--- config.mk ---
export PLATFORM = sky130hd
export DESIGN_NAME = muldiv_unit
export DESIGN_NICKNAME = d
export VERILOG_FILES = /design/src/rtl/muldiv_unit_pkg.sv /design/src/rtl/mdu_signfix.sv /design/src/rtl/muldiv_unit.sv
export SDC_FILE = /design/constraint.sdc
export NUM_CORES = 1
export LEC_CHECK = 0
export CORE_MARGIN = 3
export CORE_UTILIZATION = 60
export CTS_CLUSTER_SIZE = 24
export DETAILED_ROUTE_END_ITERATION = 8
export HOLD_SLACK_MARGIN = 0.06
export PLACE_DENSITY = 0.82
export SYNTH_ARGS = -nofsm -noshare
export SYNTH_HDL_FRONTEND = slang
export SYNTH_SLANG_ARGS = --single-unit
export TNS_END_PERCENT = 30
--- constraint.sdc ---
create_clock -name clk -period 7.2 [get_ports clk]
set_input_delay 1.44 -clock clk [delete_from_list [all_inputs] [get_ports clk]]
set_output_delay 1.44 -clock clk [all_outputs]
set_load 0.02 [all_outputs]
--- src/rtl/muldiv_unit_pkg.sv ---
// Shared control encodings for the execute stage: ALU operation codes and
// the multiply/divide unit operation codes.
package muldiv_unit_pkg;

    localparam logic [3:0] ALUOP_ADD  = 4'd0;
    localparam logic [3:0] ALUOP_SUB  = 4'd1;
    localparam logic [3:0] ALUOP_AND  = 4'd2;
    localparam logic [3:0] ALUOP_OR   = 4'd3;
    localparam logic [3:0] ALUOP_XOR  = 4'd4;
    localparam logic [3:0] ALUOP_NOR  = 4'd5;
    localparam logic [3:0] ALUOP_SLT  = 4'd6;
    localparam logic [3:0] ALUOP_SLTU = 4'd7;
    localparam logic [3:0] ALUOP_SLL  = 4'd8;
    localparam logic [3:0] ALUOP_SRL  = 4'd9;
    localparam logic [3:0] ALUOP_SRA  = 4'd10;
    localparam logic [3:0] ALUOP_LUI  = 4'd11;

    localparam logic [2:0] MDUOP_MULT  = 3'd0;
    localparam logic [2:0] MDUOP_MULTU = 3'd1;
    localparam logic [2:0] MDUOP_DIV   = 3'd2;
    localparam logic [2:0] MDUOP_DIVU  = 3'd3;
    localparam logic [2:0] MDUOP_MTHI  = 3'd4;
    localparam logic [2:0] MDUOP_MTLO  = 3'd5;

endpackage

--- src/rtl/mdu_signfix.sv ---
// Sign handling around the unsigned iterative core: operand magnitudes on the
// way in, two's-complement correction of product/quotient/remainder on the way out.
module mdu_signfix #(
    parameter int WIDTH = 32
) (
    input  logic                 signed_op,
    input  logic [WIDTH-1:0]     a,
    input  logic [WIDTH-1:0]     b,
    output logic [WIDTH-1:0]     a_mag,
    output logic [WIDTH-1:0]     b_mag,
    output logic                 a_neg,
    output logic                 b_neg,
    input  logic [2*WIDTH-1:0]   prod,
    input  logic                 prod_neg,
    output logic [2*WIDTH-1:0]   prod_fix,
    input  logic [WIDTH-1:0]     quo,
    input  logic                 quo_neg,
    output logic [WIDTH-1:0]     quo_fix,
    input  logic [WIDTH-1:0]     rem,
    input  logic                 rem_neg,
    output logic [WIDTH-1:0]     rem_fix
);

    always_comb begin
        a_neg    = signed_op & a[WIDTH-1];
        b_neg    = signed_op & b[WIDTH-1];
        a_mag    = a_neg ? (~a + WIDTH'(1)) : a;
        b_mag    = b_neg ? (~b + WIDTH'(1)) : b;
        prod_fix = prod_neg ? (~prod + (2*WIDTH)'(1)) : prod;
        quo_fix  = quo_neg ? (~quo + WIDTH'(1)) : quo;
        rem_fix  = rem_neg ? (~rem + WIDTH'(1)) : rem;
    end

endmodule

--- src/rtl/muldiv_unit.sv ---
// Iterative HI/LO multiply/divide unit: one shift-add or restoring
// subtract-shift step per cycle on operand magnitudes, signs fixed at the end.
module muldiv_unit
    import muldiv_unit_pkg::*;
#(
    parameter int WIDTH = 32,
    parameter int CNT_W = $clog2(WIDTH) + 1
) (
    input  logic              clk,
    input  logic              rst,
    input  logic              start,
    input  logic [2:0]        op,
    input  logic [WIDTH-1:0]  a,
    input  logic [WIDTH-1:0]  b,
    input  logic              flush,
    output logic              busy,
    output logic              done,
    output logic [WIDTH-1:0]  hi,
    output logic [WIDTH-1:0]  lo
);

    typedef enum logic [1:0] {IDLE, RUN_MUL, RUN_DIV} state_t;

    state_t               state;
    logic [CNT_W-1:0]     count;
    logic [2*WIDTH-1:0]   work;
    logic [2*WIDTH-1:0]   work_next;
    logic [WIDTH-1:0]     operand;
    logic                 res_neg;
    logic                 rem_neg;
    logic                 div_zero;

    logic                 signed_op;
    logic [WIDTH-1:0]     a_mag;
    logic [WIDTH-1:0]     b_mag;
    logic                 a_neg;
    logic                 b_neg;
    logic [2*WIDTH-1:0]   prod_fix;
    logic [WIDTH-1:0]     quo_fix;
    logic [WIDTH-1:0]     rem_fix;
    logic [WIDTH:0]       mul_sum;
    logic [WIDTH:0]       div_shift;
    logic [WIDTH:0]       div_diff;

    assign signed_op = (op == MDUOP_MULT) || (op == MDUOP_DIV);

    // The fix-up side looks at work_next so the last step's result is written in the same edge.
    mdu_signfix #(.WIDTH(WIDTH)) u_signfix (
        .signed_op (signed_op),
        .a         (a),
        .b         (b),
        .a_mag     (a_mag),
        .b_mag     (b_mag),
        .a_neg     (a_neg),
        .b_neg     (b_neg),
        .prod      (work_next),
        .prod_neg  (res_neg),
        .prod_fix  (prod_fix),
        .quo       (work_next[WIDTH-1:0]),
        .quo_neg   (res_neg),
        .quo_fix   (quo_fix),
        .rem       (work_next[2*WIDTH-1:WIDTH]),
        .rem_neg   (rem_neg),
        .rem_fix   (rem_fix)
    );

    // work holds {partial product, multiplier} for MUL and {remainder, dividend/quotient} for DIV.
    always_comb begin
        mul_sum   = {1'b0, work[2*WIDTH-1:WIDTH]} + (work[0] ? {1'b0, operand} : '0);
        div_shift = {work[2*WIDTH-1:WIDTH], work[WIDTH-1]};
        div_diff  = div_shift - {1'b0, operand};
        work_next = work;
        if (state == RUN_MUL) begin
            work_next = {mul_sum, work[WIDTH-1:1]};
        end else if (state == RUN_DIV) begin
            if (!div_diff[WIDTH])
                work_next = {div_diff[WIDTH-1:0], work[WIDTH-2:0], 1'b1};
            else
                work_next = {div_shift[WIDTH-1:0], work[WIDTH-2:0], 1'b0};
        end
    end

    always_ff @(posedge clk) begin
        if (rst) begin
            state    <= IDLE;
            busy     <= 1'b0;
            done     <= 1'b0;
            hi       <= '0;
            lo       <= '0;
            count    <= '0;
            work     <= '0;
            operand  <= '0;
            res_neg  <= 1'b0;
            rem_neg  <= 1'b0;
            div_zero <= 1'b0;
        end else begin
            done <= 1'b0;
            if (flush) begin
                state <= IDLE;
                busy  <= 1'b0;
                count <= '0;
            end else begin
                case (state)
                    IDLE: begin
                        if (start) begin
                            case (op)
                                MDUOP_MULT, MDUOP_MULTU: begin
                                    state   <= RUN_MUL;
                                    busy    <= 1'b1;
                                    count   <= CNT_W'(WIDTH);
                                    work    <= {{WIDTH{1'b0}}, a_mag};
                                    operand <= b_mag;
                                    res_neg <= a_neg ^ b_neg;
                                end
                                MDUOP_DIV, MDUOP_DIVU: begin
                                    state    <= RUN_DIV;
                                    busy     <= 1'b1;
                                    count    <= CNT_W'(WIDTH);
                                    work     <= {{WIDTH{1'b0}}, a_mag};
                                    operand  <= b_mag;
                                    res_neg  <= a_neg ^ b_neg;
                                    rem_neg  <= a_neg;
                                    div_zero <= (b == '0);
                                end
                                MDUOP_MTHI: hi <= a;
                                MDUOP_MTLO: lo <= a;
                                default: ;
                            endcase
                        end
                    end
                    RUN_MUL, RUN_DIV: begin
                        work  <= work_next;
                        count <= count - 1'b1;
                        if (count == CNT_W'(1)) begin
                            state <= IDLE;
                            busy  <= 1'b0;
                            done  <= 1'b1;
                            if (state == RUN_MUL) begin
                                {hi, lo} <= prod_fix;
                            end else begin
                                // A zero divisor leaves |a| in the remainder, so hi already reads back as a.
                                hi <= rem_fix;
                                lo <= div_zero ? '1 : quo_fix;
                            end
                        end
                    end
                    default: state <= IDLE;
                endcase
            end
        end
    end

endmodule

==> metrics list, run 1 <==
* Fin. Hold Viols: 0
- Nets in the synthesized netlist: 2,358
- Peak clock frequency supported by timing: 151 MHz
* Time the worst path needs with I/O delays and setup: 6.62 ns
* Standard-cell row count: 58
- Worst VDD drop: 0.165 mV
- Routed via count: 18,419
- Summed over all layers, the routed wires come to 63,100 µm.
- Data arrives at the worst endpoint at 6.97 ns.
- Die span in x: 169 µm
- Length in cells of the worst reg-to-reg path: 25
- For this run the aggregate overflow at the end of global routing stands at 0.
- Dividing the final minimum period by the clock period gives 92.0%.
- Top cells by area in the synthesized netlist: sky130_fd_sc_hd__dfxtp_1, sky130_fd_sc_hd__a21oi_1, sky130_fd_sc_hd__nor2_1, sky130_fd_sc_hd__ha_1, sky130_fd_sc_hd__nand2_1
- Sequential Area: 3460 µm²
* Crit path launch type: flip-flop
- Buffers from clock root to sink, at most: 2
- After synthesis, the mean cell area works out to 7.20 µm².
- Core Util, Final: 70.2%
- Following the worst setup path forward leads to its endpoint at hi[14].
- Standard cell area after detailed placement: 17,400 µm²
- Buffers placed on the I/O ports in this run total 136.
* CTS tree: yes
- Adding up every negative setup slack in the final design gives 0 ns.
* Initial standard-cell utilization of the core: 62.1%
- Clock skew after layout: 0.0221 ns
- Global-route wire length before repair: 95,300 µm
- Clk slew on worst S/H paths: 0.07 ns
- For this run, the number of Yosys warnings is 0.
- For this design the static power due to leakage is 6.90 nW.
- Most used cell, CP: sky130_fd_sc_hd__inv_1
* Number of routed nets with antenna violations: 0
* Worst slew margin relative to its limit: 13.5%
* Delay of the slowest critical-path stage: 0.63 ns
* Buffers inserted by post-CTS timing repair: 0
- Net total in the final layout: 2,397
* Antenna violations before repair: 4
- For this run, design rule violations remaining after detail routing come to 0.
- Setup violations remaining at the end of the flow were counted as 0.
- The internal portion of the total power is 1.77 mW.
- For this design, the slowest cell found on the critical path is sky130_fd_sc_hd__nor3_1.
- Family with the most delay on the worst path: compound AO/OA/AOI/OAI gates
* Combinational share of power: 27.6%
* Final max-slew violation count: 0
* Clock Power Share: 35.7%
* Final-layout fill cell count: 2,124
- Post-CTS repair changed the size of 0 cells.
* Share of the synthesized area in the top cell type: 21.8%
- The wire-length estimate of the detail-placed layout is 46,800 µm.
- Final non-filler cell area: 18,000 µm²
- Net Sw Power: 1.02 mW
- Multi-input logic area: 11,600 µm²
* Post-Syn Instances: 2,211
- Category of the critical setup timing path: reg -> reg
* Maximum Capacitance Violations: 0
* Core box area: 25,600 µm²
- The die is 169 µm tall.
* CTS root buffer: sky130_fd_sc_hd__clkbuf_16
- In this run, synthesis produced a sequential element count of 173.
* RSZ-0062 raised after global routing: false
- Worst reg2reg startpoint: work[31]
- The later pin in the worst-skew pair is clocked with a latency of 0.45 ns.
* Total routing usage reported by global routing: 42.3%
- Total instance count after detailed placement: 2,561
* Data required time at the worst endpoint: 7.55 ns
* Total number of H-tree levels: 4
- TritonCTS created 17 clock buffers.
- For this design the ratio of total power to cell area is 155 nW/µm².
- Fraction of power spent switching nets: 36.6%
- Pin placement for this block handled 137 I/O pins.
- Counting both buffers and inverters, the worst setup path holds a total of 3.
- RD Place Congestion: 1.06
- In this run, distinct cell masters in the synthesized netlist total 95.
* Slew @ Worst Pin: 1.28 ns
- Beginning of the critical path: work[31]
- Per report_power, the sequential group accounts for 36.7% of the total.
- In the routed layout, each cell is associated on average with a via count of 7.10.
* Vias in the first global route: 16,780
* R2R Setup Slk: 0.58 ns
- Stages on the worst setup path: 25
* Share of synthesized flip-flops with an asynchronous set or reset: 0%
- Netlist area before placement: 15,900 µm²
- Ratio of cells with drive above 1 in the final layout: 4.95%
- Pre-antenna DRT Iters: 8
* Filler-free cell count of the finished design: 2,594
* Per-cell routed wire length: 24.3 µm
- For this run, the register share of the synthesized area comes to 21.8%.
- Ys flop type: sky130_fd_sc_hd__dfxtp_1
- Critical register-to-register path endpoint: hi[14]
* Area added between synthesis and finish: 13.0%
* Clk sinks: 173
* Hold/Removal Path Class: reg -> reg
- Maximum number of pins on one net before global-route repair: 95
- Number of flops mapped to enable cells by yosys: 0
- For this block, the initial DRC count from the detailed router was 2,953.
* Power consumption: 2.80 mW
- In this run the worst path has a maximum fanout of 10.
- Most area-hungry cell type in the Yosys netlist: sky130_fd_sc_hd__dfxtp_1
- Buffers inserted to repair hold after CTS numbered 0.
* Result of the run: finished, final reports clean
- Critical Path Sink Type: flip-flop
- Overall die area: 28,500 µm²
registers in the layout (all words and copies together) (netlist names):
signal and count:
busy 1, count 6, div_zero 1, done 1, hi 32, lo 32, operand 32, rem_neg 1
res_neg 1, state 2, work 64
layout make-up:
type	count	area share [%]
clock buffers	18	2.44
repair buffers	158	8.47
inverters	83	1.73
flip-flops and latches	173	19.3
clock inverters	14	1.00
diodes	1	0.0139
multi-input cells	1817	64.8
well taps	330	2.30
metrics by stage:
stage               setup WS [ns]  hold slack (ns)
finish                      0.578            0.458
global route                0.236            0.478
CTS                         0.915            0.460
detailed placement           1.02            0.446
global placement             1.35            0.432
floorplan                    1.89            0.455
power groups by stage:
stage,Sequential [mW],Clock [mW],Combinational [mW]
6_report,1.03,0.997,0.771
3_3_place_gp,1.04,0,0.723
2_1_floorplan,1.05,0,0.465
5_1_grt,1.03,1.03,0.819
3_5_place_dp,1.05,0,0.730
4_1_cts,1.02,1.00,0.735
synth_stat cells (42+ instances only):
| master | number |
|---|---|
| sky130_fd_sc_hd__ha_1 | 74 |
| sky130_fd_sc_hd__inv_1 | 79 |
| sky130_fd_sc_hd__nor2_1 | 270 |
| sky130_fd_sc_hd__xor2_1 | 64 |
| sky130_fd_sc_hd__and2_1 | 45 |
| sky130_fd_sc_hd__a21oi_1 | 227 |
| sky130_fd_sc_hd__dfxtp_1 | 173 |
| sky130_fd_sc_hd__xnor2_1 | 85 |
| sky130_fd_sc_hd__nand3_1 | 42 |
| sky130_fd_sc_hd__mux2i_1 | 43 |
| sky130_fd_sc_hd__clkbuf_1 | 106 |
| sky130_fd_sc_hd__nor3_1 | 45 |
| sky130_fd_sc_hd__nand2_1 | 207 |
| sky130_fd_sc_hd__a211oi_1 | 84 |
| sky130_fd_sc_hd__o21ai_0 | 126 |
worst min path at each step:
stage / cells past startpoint / start / to
global route: 2 / lo[21] / lo[21]
detailed placement: 2 / lo[23] / lo[23]
floorplan: 2 / operand[31] / operand[31]
global placement: 1 / hi[9] / hi[9]
CTS: 2 / lo[4] / lo[4]
finish: 2 / lo[4] / lo[4]
kinds of logic after synthesis:
| family | count (synthesis) | share of synthesized area, % |
|---|---|---|
| simple gates | 784 | 23.5 |
| compound gates | 756 | 31.8 |
| buf+inv | 221 | 5.35 |
| flops | 173 | 21.8 |
| xor+xnor | 149 | 8.20 |
| fa+ha+maj | 76 | 6.07 |
| mux | 52 | 3.34 |
layer usage:
layer	vias up	wire length [µm]	GRT usage, %	share of wire (%)
li1	8216	-	-	-
met1	8645	24600	55.8	39
met2	1281	26400	62.1	42
met3	273	9150	16.6	14
met4	4	2920	16.5	4.6
met5	-	22	0	0.035
tightest hold or removal path, stage by stage (launching register included):
cell	delay (ns)
sky130_fd_sc_hd__dfxtp_1	0.31
sky130_fd_sc_hd__nand2_1	0.05
sky130_fd_sc_hd__a21oi_1	0.05
cell usage in the layout (no fill, tap or decap), drive strengths merged, types with 14 or more instances in the layout:
cell type	instances
a211o	19
a211oi	87
a21o	32
a21oi	231
a221o	17
a22oi	30
a31oi	19
and2	45
and3	19
buf	23
clkbuf	18
clkdlybuf4s50	135
dfxtp	173
ha	74
inv	85
mux2i	43
nand2	207
nand2b	14
nand3	44
nand4	21
nor2	270
nor2b	16
nor3	49
nor4	27
o21a	14
o21ai	140
o221ai	28
o31ai	16
or3	29
xnor2	85
xor2	64
No activity file was read; power rests on OpenSTA's default activity.
==> inputs of run 2 (changes only) <==
--- a/config.mk
+++ b/config.mk
@@ -5,6 +5,7 @@
 export SDC_FILE = /design/constraint.sdc
 export NUM_CORES = 1
 export LEC_CHECK = 0
+export ABC_AREA = 1
 export CORE_MARGIN = 3
 export CORE_UTILIZATION = 60
 export CTS_CLUSTER_SIZE = 24
==> run 2 against run 1 <==
Compared with the run above: fmax grew 23%; critical path depth grew 6; global-route usage shrank 0.44 points; first-iteration DRC count shrank 6.0%; via count grew 12%.
==> metrics list, run 2 <==
* Final TNS setup: 0 ns (unchanged)
- R2R Setup Slk: 1.80 ns (was 0.58 ns)
* RSZ-0062 raised after global routing: false (unchanged)
- Routed via count: 20,648 (was 18,419)
- The wire length of the first global-routing pass is 101,000 µm (was 95,300 µm).
* Leakage component of the power: 9.13 nW (was 6.90 nW)
* Nets in the synthesized netlist: 3,034 (was 2,358)
* Clk slew on worst S/H paths: 0.09 ns (was 0.07 ns)
* Length in cells of the worst reg-to-reg path: 31 (was 25)
- Peak clock frequency supported by timing: 185 MHz (was 151 MHz)
- The number of iterations in the first detailed-routing pass was 7 (was 8).
- Per-cell routed wire length: 19.4 µm (was 24.3 µm)
* Data arrival time of the critical path: 5.78 ns (was 6.97 ns)
- DP Wirelength: 49,700 µm (was 46,800 µm)
- Time the worst path needs with I/O delays and setup: 5.40 ns (was 6.62 ns)
* Multi-input logic area: 11,200 µm² (was 11,600 µm²)
* Most area-hungry cell type in the Yosys netlist: sky130_fd_sc_hd__dfxtp_1 (unchanged)
* Ratio of cells with drive above 1 in the final layout: 5.06% (was 4.95%)
* Power per cell area: 178 nW/µm² (was 155 nW/µm²)
- Worst Setup Slack, final: 1.80 ns (was 0.578 ns)
* Leading cell type by number of instances after synthesis: sky130_fd_sc_hd__nand2_1 (was sky130_fd_sc_hd__nor2_1)
* Clock skew after layout: 0.0257 ns (was 0.0221 ns)
- The number of enable-type register cells in the synthesized netlist was 0 (unchanged).
- The maximum buffer depth of the clock tree is 2 (unchanged).
- Most common library cell in the layout ignoring fill and taps: sky130_fd_sc_hd__nand2_1 (was sky130_fd_sc_hd__nor2_1)
- Vias in the first global route: 18,623 (was 16,780)
* Number of routed nets with antenna violations: 0 (unchanged)
* Number of warning messages in the yosys log: 0 (unchanged)
- Register bit total from synthesis: 173 (unchanged)
- TritonCTS Buffers: 17 (unchanged)
- The count of endpoints failing hold in the final timing report is 0 (unchanged).
- Mean post-synth cell area: 5.76 µm² (was 7.20 µm²)
- The non-filler instance count after layout is 3,334 (was 2,594).
* Sequential Area: 3460 µm² (unchanged)
- The floorplan die width is 173 µm (was 169 µm).
* Share of synthesized flip-flops with an asynchronous set or reset: 0% (unchanged)
* Floorplan die height: 173 µm (was 169 µm)
- Fin crit share: 75.0% (was 92.0%)
* Worst VDD drop: 0.140 mV (was 0.165 mV)
- The area enclosed by the die boundary is 29,800 µm² (was 28,500 µm²).
- Final-layout fill cell count: 2,526 (was 2,124)
- The actual transition at the worst max-transition pin was 1.36 ns (was 1.28 ns).
- Top cells by area in the synthesized netlist: sky130_fd_sc_hd__dfxtp_1, sky130_fd_sc_hd__nand2_1, sky130_fd_sc_hd__inv_1, sky130_fd_sc_hd__a21oi_1, sky130_fd_sc_hd__o21ai_0 (was sky130_fd_sc_hd__dfxtp_1, sky130_fd_sc_hd__a21oi_1, sky130_fd_sc_hd__nor2_1, sky130_fd_sc_hd__ha_1, sky130_fd_sc_hd__nand2_1).
- Total instance count after detailed placement: 3,302 (was 2,561)
* IO Count: 137 (unchanged)
- The overall fraction of global-route tracks in use is 41.9% (was 42.3%).
- The weighted congestion reported at the end of routability-driven placement came to 1.10 (was 1.06).
- The detailed-route DRC error count came to 0 (unchanged).
- Area added between synthesis and finish: 12.6% (was 13.0%)
- Standard cell area after detailed placement: 18,100 µm² (was 17,400 µm²)
* DRC marker count from the first detailed-route iteration: 2,775 (was 2,953)
- Final max-slew violation count: 0 (unchanged)
- The synthesized area came to 16,600 µm² (was 15,900 µm²).
- The fraction of synthesized cell area taken by the top area cell type came to 20.8% (was 21.8%).
- The number of diodes was 0 (was 1).
- Most numerous cell types in the synthesized netlist: sky130_fd_sc_hd__nand2_1, sky130_fd_sc_hd__inv_1, sky130_fd_sc_hd__nor2_1 (was sky130_fd_sc_hd__nor2_1, sky130_fd_sc_hd__a21oi_1, sky130_fd_sc_hd__nand2_1).
- Standard-cell row count: 60 (was 58)
- Via count normalized by instance count: 6.19 (was 7.10)
- The starting utilization of the core area is 61.4% (was 62.1%).
- Clk sinks: 173 (unchanged)
* Antenna violations before repair: 1 (was 4)
- Data required time at the worst endpoint: 7.57 ns (was 7.55 ns)
- Most used cell, CP: sky130_fd_sc_hd__nand3_1 (was sky130_fd_sc_hd__inv_1)
- The category of the worst setup path launch point is a flip-flop (unchanged).
- The clock latency reported for the late side of the worst-skew pair is 0.46 ns (was 0.45 ns).
* Worst reg2reg startpoint: work[31] (unchanged)
- The max-cap violation count came to 0 (unchanged).
- Ys flop type: sky130_fd_sc_hd__dfxtp_1 (unchanged)
- Register with the highest flop count: work (unchanged)
- Category of the critical setup timing path: reg -> reg (unchanged)
- The critical path endpoint category was a flip-flop (unchanged).
* Post-synthesis sequential area ratio: 20.8% (was 21.8%)
- Result of the run: finished, final reports clean (unchanged)
* Most frequent cells in the layout: sky130_fd_sc_hd__nand2_1, sky130_fd_sc_hd__inv_1, sky130_fd_sc_hd__nor2_1 (was sky130_fd_sc_hd__nor2_1, sky130_fd_sc_hd__a21oi_1, sky130_fd_sc_hd__nand2_1)
* GR Overflow Total: 0 (unchanged)
* Final non-filler cell area: 18,700 µm² (was 18,000 µm²)
- Maximum number of pins on one net before global-route repair: 86 (was 95)
* Critical register-to-register path endpoint: hi[26] (was hi[14])
* Delay of the slowest critical-path stage: 0.78 ns (was 0.63 ns)
* Post-Syn Instances: 2,887 (was 2,211)
- The post-CTS resize count is 0 (unchanged).
* Timing endpoint of the critical path: hi[26] (was hi[14])
- The number of nets in the final layout was 3,096 (was 2,397).
- The placeable core region is 27,100 µm² (was 25,600 µm²).
- CP max-delay cell: sky130_fd_sc_hd__nor4_1 (was sky130_fd_sc_hd__nor3_1)
* Final setup violation count: 0 (unchanged)
* Buffers inserted by post-CTS timing repair: 0 (unchanged)
* Beginning of the critical path: work[31] (unchanged)
- CTS root buffer: sky130_fd_sc_hd__clkbuf_16 (unchanged)
* Port buffer count: 136 (unchanged)
- The worst slack after detailed placement was 2.17 ns (was 1.02 ns).
- Worst slew margin relative to its limit: 9.52% (was 13.5%)
- The final wirelength is 64,700 µm (was 63,100 µm).
- The number of buffers added to fix hold violations after cts came to 0 (unchanged).
- The worst min-delay path class is reg -> reg (unchanged).
* Netlist cell types: 58 (was 95)
* Max reg flops: 64 (unchanged)
- Crit path max fanout: 7 (was 10)
* CTS tree: yes (unchanged)
- Total number of H-tree levels: 4 (unchanged)
## run 2: cell count changes after synthesis, moves of 63 or more
cell and delta:
sky130_fd_sc_hd__a211oi_1 -82, sky130_fd_sc_hd__o21ai_0 +93, sky130_fd_sc_hd__inv_1 +308, sky130_fd_sc_hd__nand2_1 +559
sky130_fd_sc_hd__xnor2_1 -63, sky130_fd_sc_hd__nand3_1 +159
## run 2: metal layers
metal	share of wire [%]	track usage, %
met3	14	11.5
met5	0.020	0
met2	41	62.3
met1	41	58.2
met4	4.0	14.9
## run 2: critical path: cells and delay by family (launching register included)
family / cells / cell delay, ns
adders and majority gates: 3 / 0.80
and+or+nand+nor: 24 / 3.70
buffers and inverters: 3 / 0.30
AOI/OAI and AO/OA: 1 / 0.16
DFF: 1 / 0.34
## run 2: how the worst min path moves through the flow
stage,from,end,slack [ns],cells after the start
after floorplan,count[0],count[0],0.46,2
after global placement,work[26],work[26],0.47,2
after detailed placement,work[26],work[26],0.48,2
after CTS,work[26],work[26],0.49,2
after global routing,work[26],work[26],0.52,2
final,work[26],work[26],0.49,2
## run 2: kinds of logic (layout without fill, tap and decap cells)
logic type | count (synthesis) | in the layout | synth area share, %
buffers and inverters | 514 | 589 | 12.1
and+or+nand+nor | 1413 | 1413 | 36.3
adders and majority gates | 76 | 76 | 5.80
AOI/OAI and AO/OA | 662 | 662 | 22.4
xor gates and xnor gates | 49 | 49 | 2.58
DFF | 173 | 173 | 20.8
## run 2: area by class of cell
cell class                 instances  share of cell area (%)
inverter                         403                    8.09
multi-input combinational       2200                    59.8
tap                              372                    2.48
timing repair buffer             154                    7.96
clock buffer                      18                    2.29
clock inverter                    14                   0.922
sequential                       173                    18.5
## run 2: where the power goes
group | switching [mW] | internal, mW | total (mW)
logic | 0.894 | 0.400 | 1.29
registers | 0.0542 | 1.02 | 1.07
clock network | 0.500 | 0.472 | 0.972
## run 2: through the flow
step | util, % | total power, mW | hold slack, ns
after floorplan | - | 1.93 | 0.458
after global placement | 66.9 | 2.30 | 0.472
after detailed placement | 66.9 | 2.32 | 0.477
after CTS | 69.1 | 3.28 | 0.490
after global routing | 69.1 | 3.49 | 0.517
final | 69.1 | 3.34 | 0.488
